==> src/rtl/cordic_neuron_seq.sv <==
// rtl/cordic_neuron_seq.sv - sequential multi-tap linear-CORDIC neuron with saturation and activation
module cordic_neuron_seq #(
  parameter int WIDTH    = 15,
  parameter int FRAC     = 10,
  parameter int ITER     = 12,
  parameter int MAX_TAPS = 8,
  parameter int GUARD    = 4
) (
  input  logic                          clk,
  input  logic                          ext_reset_n,
  input  logic                          start,
  input  logic [$clog2(MAX_TAPS+1)-1:0] n_taps,
  input  logic [WIDTH:0]                bias,
  input  logic [1:0]                    sel,
  input  logic                          af_en,
  input  logic                          in_valid,
  output logic                          in_ready,
  input  logic [WIDTH:0]                x_in,
  input  logic [WIDTH:0]                w_in,
  output logic                          out_valid,
  input  logic                          out_ready,
  output logic [WIDTH:0]                mac_out,
  output logic [WIDTH:0]                z,
  output logic                          sat,
  output logic                          busy
);

  localparam int NW = $clog2(MAX_TAPS + 1);
  localparam int DW = WIDTH + 1;
  localparam int EW = WIDTH + 2;
  localparam int AW = WIDTH + 1 + GUARD;
  localparam int ZW = WIDTH + 2;
  localparam int IW = (ITER > 1) ? $clog2(ITER) : 1;

  localparam logic [NW-1:0] MAX_N  = NW'(MAX_TAPS);
  localparam logic [IW-1:0] LAST_I = IW'(ITER - 1);
  localparam logic [ZW-1:0] Z_ONE  = ZW'(1) << FRAC;

  localparam logic signed [AW-1:0] ACC_MAX = AW'((1 << WIDTH) - 1);
  localparam logic signed [AW-1:0] ACC_MIN = AW'(-(1 << WIDTH));

  localparam logic signed [DW-1:0] D_MAX     = {1'b0, {WIDTH{1'b1}}};
  localparam logic signed [DW-1:0] D_MIN     = {1'b1, {WIDTH{1'b0}}};
  localparam logic signed [DW-1:0] ONE_D     = DW'(1) << FRAC;
  localparam logic signed [DW-1:0] NEG_ONE_D = -ONE_D;
  localparam logic signed [EW-1:0] HALF_E    = EW'(1) << (FRAC - 1);
  localparam logic signed [EW-1:0] ONE_E     = EW'(1) << FRAC;

  typedef enum logic [2:0] {
    S_IDLE,
    S_LOAD,
    S_ITER,
    S_ACT,
    S_DONE
  } state_t;

  state_t state_q, state_d;

  logic [NW-1:0]          taps_left_q, taps_left_d;
  logic [IW-1:0]          iter_q, iter_d;
  logic signed [DW-1:0]   x_q, x_d;
  logic signed [ZW-1:0]   zreg_q, zreg_d;
  logic signed [AW-1:0]   acc_q, acc_d;
  logic [1:0]             sel_q, sel_d;
  logic                   af_en_q, af_en_d;
  logic [DW-1:0]          mac_q, mac_d;
  logic [DW-1:0]          z_q, z_d;
  logic                   sat_q, sat_d;

  logic [NW-1:0]          n_eff;
  logic signed [AW-1:0]   x_ext;
  logic signed [AW-1:0]   x_shift;
  logic [ZW-1:0]          z_step;
  logic signed [DW-1:0]   mac_sat;
  logic signed [DW-1:0]   act_val;
  logic                   clip;
  logic signed [EW-1:0]   sig_ext;
  logic signed [EW-1:0]   sig_sum;

  // State register; reset discards any evaluation in flight
  always_ff @(posedge clk or negedge ext_reset_n) begin
    if (!ext_reset_n) begin
      state_q <= S_IDLE;
    end else begin
      state_q <= state_d;
    end
  end

  // Next-state: start only matters in IDLE, taps loop LOAD/ITER until none remain
  always_comb begin
    state_d = state_q;
    case (state_q)
      S_IDLE: begin
        if (start) begin
          state_d = (n_taps == '0) ? S_ACT : S_LOAD;
        end
      end
      S_LOAD: begin
        if (in_valid) begin
          state_d = S_ITER;
        end
      end
      S_ITER: begin
        if (iter_q == LAST_I) begin
          state_d = (taps_left_q != '0) ? S_LOAD : S_ACT;
        end
      end
      S_ACT:   state_d = S_DONE;
      S_DONE: begin
        if (out_ready) begin
          state_d = S_IDLE;
        end
      end
      default: state_d = S_IDLE;
    endcase
  end

  // Handshake and status outputs decoded from the registered state
  always_comb begin
    in_ready  = (state_q == S_LOAD);
    out_valid = (state_q == S_DONE);
    busy      = (state_q != S_IDLE);
  end

  // Saturate the accumulator to the data width and apply the latched activation
  always_comb begin
    clip    = 1'b0;
    mac_sat = acc_q[DW-1:0];
    if (acc_q > ACC_MAX) begin
      mac_sat = D_MAX;
      clip    = 1'b1;
    end else if (acc_q < ACC_MIN) begin
      mac_sat = D_MIN;
      clip    = 1'b1;
    end

    sig_ext = {mac_sat[DW-1], mac_sat};
    sig_sum = (sig_ext >>> 2) + HALF_E;

    act_val = mac_sat;
    if (af_en_q) begin
      case (sel_q)
        2'b01: begin
          if (mac_sat[DW-1]) begin
            act_val = '0;
          end
        end
        2'b10: begin
          if (mac_sat > ONE_D) begin
            act_val = ONE_D;
          end else if (mac_sat < NEG_ONE_D) begin
            act_val = NEG_ONE_D;
          end
        end
        2'b11: begin
          if (sig_sum[EW-1]) begin
            act_val = '0;
          end else if (sig_sum > ONE_E) begin
            act_val = ONE_D;
          end else begin
            act_val = sig_sum[DW-1:0];
          end
        end
        default: act_val = mac_sat;
      endcase
    end
  end

  // Datapath next values: latch config, capture pairs, one CORDIC step per ITER cycle
  always_comb begin
    n_eff   = (n_taps > MAX_N) ? MAX_N : n_taps;
    x_ext   = {{(AW - DW){x_q[DW-1]}}, x_q};
    x_shift = x_ext >>> iter_q;
    z_step  = Z_ONE >> iter_q;

    taps_left_d = taps_left_q;
    iter_d      = iter_q;
    x_d         = x_q;
    zreg_d      = zreg_q;
    acc_d       = acc_q;
    sel_d       = sel_q;
    af_en_d     = af_en_q;
    mac_d       = mac_q;
    z_d         = z_q;
    sat_d       = sat_q;

    case (state_q)
      S_IDLE: begin
        if (start) begin
          taps_left_d = n_eff;
          acc_d       = {{GUARD{bias[DW-1]}}, bias};
          sel_d       = sel;
          af_en_d     = af_en;
        end
      end
      S_LOAD: begin
        if (in_valid) begin
          x_d         = x_in;
          zreg_d      = {w_in[DW-1], w_in};
          iter_d      = '0;
          taps_left_d = taps_left_q - NW'(1);
        end
      end
      S_ITER: begin
        // Drive the residual weight toward zero; the matching shifted x builds the product
        if (!zreg_q[ZW-1]) begin
          acc_d  = acc_q + x_shift;
          zreg_d = zreg_q - z_step;
        end else begin
          acc_d  = acc_q - x_shift;
          zreg_d = zreg_q + z_step;
        end
        iter_d = iter_q + IW'(1);
      end
      S_ACT: begin
        mac_d = mac_sat;
        z_d   = act_val;
        sat_d = clip;
      end
      default: begin
      end
    endcase
  end

  // Datapath registers; results change only in ACT so they hold through DONE
  always_ff @(posedge clk or negedge ext_reset_n) begin
    if (!ext_reset_n) begin
      taps_left_q <= '0;
      iter_q      <= '0;
      x_q         <= '0;
      zreg_q      <= '0;
      acc_q       <= '0;
      sel_q       <= '0;
      af_en_q     <= 1'b0;
      mac_q       <= '0;
      z_q         <= '0;
      sat_q       <= 1'b0;
    end else begin
      taps_left_q <= taps_left_d;
      iter_q      <= iter_d;
      x_q         <= x_d;
      zreg_q      <= zreg_d;
      acc_q       <= acc_d;
      sel_q       <= sel_d;
      af_en_q     <= af_en_d;
      mac_q       <= mac_d;
      z_q         <= z_d;
      sat_q       <= sat_d;
    end
  end

  assign mac_out = mac_q;
  assign z       = z_q;
  assign sat     = sat_q;

endmodule

==> config.mk <==
export PLATFORM = sky130hd
export DESIGN_NAME = cordic_neuron_seq
export DESIGN_NICKNAME = d
export VERILOG_FILES = /design/src/rtl/cordic_neuron_seq.sv
export SDC_FILE = /design/constraint.sdc
export NUM_CORES = 1
export LEC_CHECK = 0
export ABC_AREA = 1
export CORE_MARGIN = 5
export CORE_UTILIZATION = 59
export CTS_BUF_LIST = sky130_fd_sc_hd__clkbuf_8
export DETAILED_ROUTE_END_ITERATION = 10
export PLACE_DENSITY = 0.84
export SLEW_MARGIN = 20
export SYNTH_ARGS = -nofsm -noshare
export SYNTH_HDL_FRONTEND = slang
export SYNTH_SLANG_ARGS = --single-unit
==> constraint.sdc <==
create_clock -name clk -period 4.3 [get_ports clk]
set_input_delay 1.29 -clock clk [delete_from_list [all_inputs] [get_ports clk]]
set_output_delay 1.29 -clock clk [all_outputs]
set_load 0.05 [all_outputs]
# Word level (Yosys, flattened, before mapping)
# Cells that the tools add are included.
[totals]
reg_bits = 100
latch_bits = 0
ramBits = 0
romBits = 0
in_bits = 60
memories = 0
[op_classes]
addsub = 7
n_mul = 0
div_mod_pow = 0
magnitude_cmp = 6
eq_ne = 12
shifts = 2
muxes = 30
bitwise = 0
reduce_logical = 13
[op_table]
columns = ["op", "count"]
rows = [
  ["$mux W16", 7],
  ["$pmux W16 S3", 1],
  ["$mux W20", 2],
  ["$pmux W20 S2", 1],
  ["$mux W17", 2],
  ["$pmux W17 S2", 1],
  ["$add A20 B20 Y20", 1],
  ["$gt A20 B16 Y1 const B", 1],
  ["$lt A20 B16 Y1 const B", 1],
  ["$sshr A16 B4 Y20", 1],
  ["$sub A20 B20 Y20", 1],
  ["$add A17 B17 Y17", 1],
  ["$shr A11 B4 Y17 const A", 1],
  ["$sub A17 B17 Y17", 1],
  ["$gt A16 B12 Y1 const B", 1],
  ["$lt A16 B11 Y1 const B", 1],
  ["$mux W4", 4],
  ["$pmux W4 S2", 2],
  ["$add A14 B11 Y15 const B", 1],
  ["$gt A15 B12 Y1 const B", 1],
  ["$mux W15", 1],
  ["$pmux W3 S5", 1],
  ["$mux W3", 4],
  ["$reduce_and A2 Y1", 4],
  ["other kinds (20)", 28],
]

# Logic depth before layout (Yosys ltp)
[logic_depth]
depth_word = 9
ltp_mapped = 33
mapped_depth_nobuf = 31

# Least setup slack after synthesis
# No wires, ideal clock.
[synth_timing]
path_kind = "reg2reg"
start = "register iter_q[1]"
end = "register acc_q[19]"
t_arrival_ns = 3.245
required_ns = 4.183
setup_slack_ns = 0.938
path_stages_with_launch = 28
synth_period_minus_slack_ns = 3.362
cell_sequence = "dfrtp_1 > buf_2 > inv_2 > buf_4 > nand3_1 > nand3_1 > nand3_1 > o21ai_1 > ha_1 > nand3_1 > nor3_2 > nand2_1 > inv_2 > nand3b_1 > nand2_1 > nand2_1 > nand2_1 > inv_1 > ha_1 > nand2_1 > nor4_1 > nand4_1 > nand3_1 > nand2_1 > nand2_1 > nand3_1 > nand3_1 > nand2_1"
[synth_via]
elab_chain_cells = 4
[synth_lines]
columns = ["item", "line", "source"]
rows = [
  ["from (decl)", "60", "logic [IW-1:0] iter_q, iter_d;"],
  ["from (signal assigned)", "240", "iter_q <= iter_d;"],
  ["$sshr A16 B4 Y20 (*)", "173", "x_shift = x_ext >>> iter_q;"],
  ["$add A20 B20 Y20 or $sub A20 B20 Y20 (tied branches)", "207, 210", ""],
  ["$mux W20 (*)", "206", "if (!zreg_q[ZW-1]) begin"],
  ["$pmux W20 S2 (*)", "187", "case (state_q)"],
  ["to (signal assigned)", "232", "acc_q <= '0;"],
  ["to (signal assigned)", "243", "acc_q <= acc_d;"],
  ["to (decl)", "63", "logic signed [AW-1:0] acc_q, acc_d;"],
]
# Every way passes the cells marked *; elsewhere a longest branch is shown, timed or not.
# A chain may end at the register's enable or synchronous reset.

# Final worst setup path
[layout_timing]
start = "register iter_q[0]"
end = "register acc_q[15]"
# The elaborated chain is that of the path after synthesis.

==> run_results.csv <==
group,metric,value,unit
status,status,"finished, final reports clean",
placement,place_area,9040,µm²
synthesis,syn-num-nets,1285,
cts,cts_buffer_depth,2,
worst_setup_path,crit_arrival,3.97,ns
timing,relSlewSlack,0.339,
routing,wl,20.1,mm
timing,maxSlewViolCount,0,
synthesis,synth_commonest_cells,"nand2_1, nand3_1, dfrtp_1",
min_path,hp-class,"reg -> reg",
layout,multi_input_area,4910,µm²
timing,setup_viol,0,
synthesis,synth_most_common_cell,"nand2_1",
routing,ant_nets,0,
placement,hpwl,15.5,mm
routing,wire_per_inst,14.0,µm
floorplanning,rows,42,
cts,cts-hold-fix-buffers,0,
synthesis,yosys_register_bits,100,
layout,diodes,0,
routing,viasPerCell,5.58,
placement,place_ws,0.381,ns
worst_setup_path,cp-end-kind,"flip-flop",
worst_setup_path,cp_data_required_time,4.57,ns
worst_setup_path,crit_type,"reg -> reg",
cts,clock-sinks,100,
floorplanning,ios,96,
synthesis,async_reset_ff_frac,1.00,
layout,ff_latch_area,2500,µm²
synthesis,synth_area_leaders,"dfrtp_1, nand2_1, ha_1",
cts,h-tree-depth,3,
layout,final_layout_size_suffix_gt1_frac,0.0534,
global_route,grt_pass1_vias,7422,
layout,fin_nets,1359,
global_route,grt_overflow,0,
synthesis,syn_avg_cell_area,6.77,µm²
flow_run,max_cap_viol_count,0,
timing,setup_ws,0.595,ns
synthesis,synth.cell_area,7960,µm²
timing,clock.fmax,0.270,GHz
synthesis,seq_area_frac_synth,0.314,
floorplanning,start_util,0.601,
timing,fin_skew,0.0108,ns
routing,drc,0,
global_route,grt_pass1_wl,33.6,mm
synthesis,yosys_warnings,0,
floorplanning,dieArea,15900,µm²
timing,timing.hold.ws,0.488,ns
cts,clk_pin_slew_worst_paths,0.11,ns
timing,hold_viol,0,
global_route,grt_max_degree,66,
routing,drt_first_iter_violations,590,
floorplanning,die_width,126,µm
worst_setup_path,critical_path.max_fanout,17,
routing,firstDrtPassIters,5,
timing,min_period_over_period,0.862,
cts,post_cts_buffers,0,
global_route,gr-usage-all-layers,0.251,
layout,num-fill-cells,1174,
synthesis,synth_cells,1176,
synthesis,ys_types,51,
synthesis,yosysTopAreaCellShare,0.314,
timing,tightest_slew,0.987,ns
cts,clock-root-buffer,"clkbuf_8",
timing,final.min_clock_period,3.71,ns
cts,clock_latency,0.38,ns
floorplanning,core_area,13200,µm²
cts,cts_tree,"built",
placement,gp_congestion,0.962,
layout,finalInstanceArea,9250,µm²
routing,via_count,7988,
synthesis,synth-main-ff-cell,"dfrtp_1",
worst_setup_path,worstSetupStartpointType,"flip-flop",
synthesis,yosys.area.top_type,"dfrtp_1",
synthesis,synth-edff-count,0,
global_route,antenna_found_initial,0,
floorplanning,die_h,126,µm
layout,syn2layout_area_growth,16.1,%
layout,post-route-util,0.698,
cts,numCtsBuffers,9,
placement,port_buffers,95,
## sequential cells by signal, summed over array words and instances (netlist names)
| name | count |
|---|---|
| zreg_q | 17 |
| sel_q | 2 |
| af_en_q | 1 |
| state_q | 3 |
| iter_q | 4 |
| taps_left_q | 4 |
| mac_out | 16 |
| z | 16 |
| sat | 1 |
| x_q | 16 |
| acc_q | 20 |
## logic make-up (layout without fill, tap and decap cells)
logic type / Yosys count / in the layout / share of synthesized area
buffers and inverters: 141 / 220 / 0.0724
adder cells (fa/ha/maj): 49 / 49 / 0.0789
multiplexers: 3 / 3 / 0.00408
AO/OA/AOI/OAI: 214 / 214 / 0.152
XOR/XNOR: 44 / 44 / 0.0484
AND/OR/NAND/NOR: 625 / 625 / 0.330
flip-flops: 100 / 100 / 0.314
## what timing repair did
| action | 4_1_cts | 5_1_grt |
|---|---|---|
| endpoints found under the hold margin | 0 | 0 |
| gates resized for setup | 0 | 8 |
| setup endpoints to repair | 0 | 1 |
## cells in the final DEF (no fill, tap or decap), types with 4 or more instances in the layout
| master | instances |
|---|---|
| a211oi_1 | 4 |
| a21o_1 | 4 |
| a21oi_1 | 74 |
| a31oi_1 | 4 |
| buf_4 | 15 |
| clkbuf_8 | 9 |
| clkdlybuf4s50_1 | 94 |
| dfrtp_1 | 99 |
| ha_1 | 47 |
| inv_1 | 83 |
| inv_2 | 6 |
| nand2_1 | 396 |
| nand3_1 | 113 |
| nand3b_1 | 4 |
| nand4_1 | 18 |
| nor2_1 | 62 |
| nor2_2 | 4 |
| nor3_1 | 12 |
| nor4_1 | 4 |
| o211ai_1 | 11 |
| o21ai_0 | 65 |
| o21ai_1 | 24 |
| o22ai_1 | 5 |
| o31ai_1 | 4 |
| xnor2_1 | 15 |
| xor2_1 | 29 |
## area by class of cell
cell class / count / share of cell area
clock buffer: 9 / 0.0134
tap: 176 / 0.0238
multi-input combinational: 935 / 0.531
clock inverter: 7 / 0.00636
inverter: 94 / 0.0390
timing repair buffer: 110 / 0.116
sequential: 100 / 0.271
## worst max-delay path, stage by stage, from the launching register on
cell and delay [ns]:
dfrtp_1 0.35, buf_4 0.20, inv_4 0.11, nand2_1 0.09
nand3_1 0.10, nand3_1 0.11, nand2_1 0.09, o21ai_2 0.18
ha_1 0.20, nand3_1 0.11, nor3_2 0.14, nand2_1 0.11
nand2_1 0.10, o21ai_1 0.10, xor2_1 0.14, inv_1 0.06
ha_1 0.33, nand2_1 0.11, o21ai_0 0.32, a21oi_1 0.09
nand2_1 0.13, nand3_1 0.08, nand2_1 0.09, a21oi_1 0.07
o21ai_0 0.10, o211ai_1 0.10
## path summary, 6_finish.rpt
| check | from | endpoint | slack, ns | cells past startpoint |
|---|---|---|---|---|
| setup / recovery | iter_q[0] | acc_q[15] | 0.59 | 25 |
| hold / removal | z[11] | z[11] | 0.49 | 2 |
| setup reg to reg | iter_q[0] | acc_q[15] | 0.59 | 25 |
| hold reg to reg | z[11] | z[11] | 0.49 | 2 |
| max in group asynchronous | ext_reset_n | zreg_q[16] | 2.67 | 2 |
| min in group asynchronous | ext_reset_n | state_q[2] | 0.92 | 1 |
## metrics by stage
step	cells	TNS, ns
floorplan	1176	0
global placement	1415	0
detailed placement	1415	0
CTS	1431	0
global route	1431	-0.00679
finish	1431	0
## per-layer routing
metal,vias up,global-route usage,part of all wire
met1,3657,0.307,0.44
met2,216,0.453,0.49
met4,0,0.0915,0.026
met3,47,0.0318,0.044
met5,-,0,0
li1,4068,-,-
Power is not shown: default switching activity piles up to over one toggle a cycle in this logic, so the estimate is an artifact.
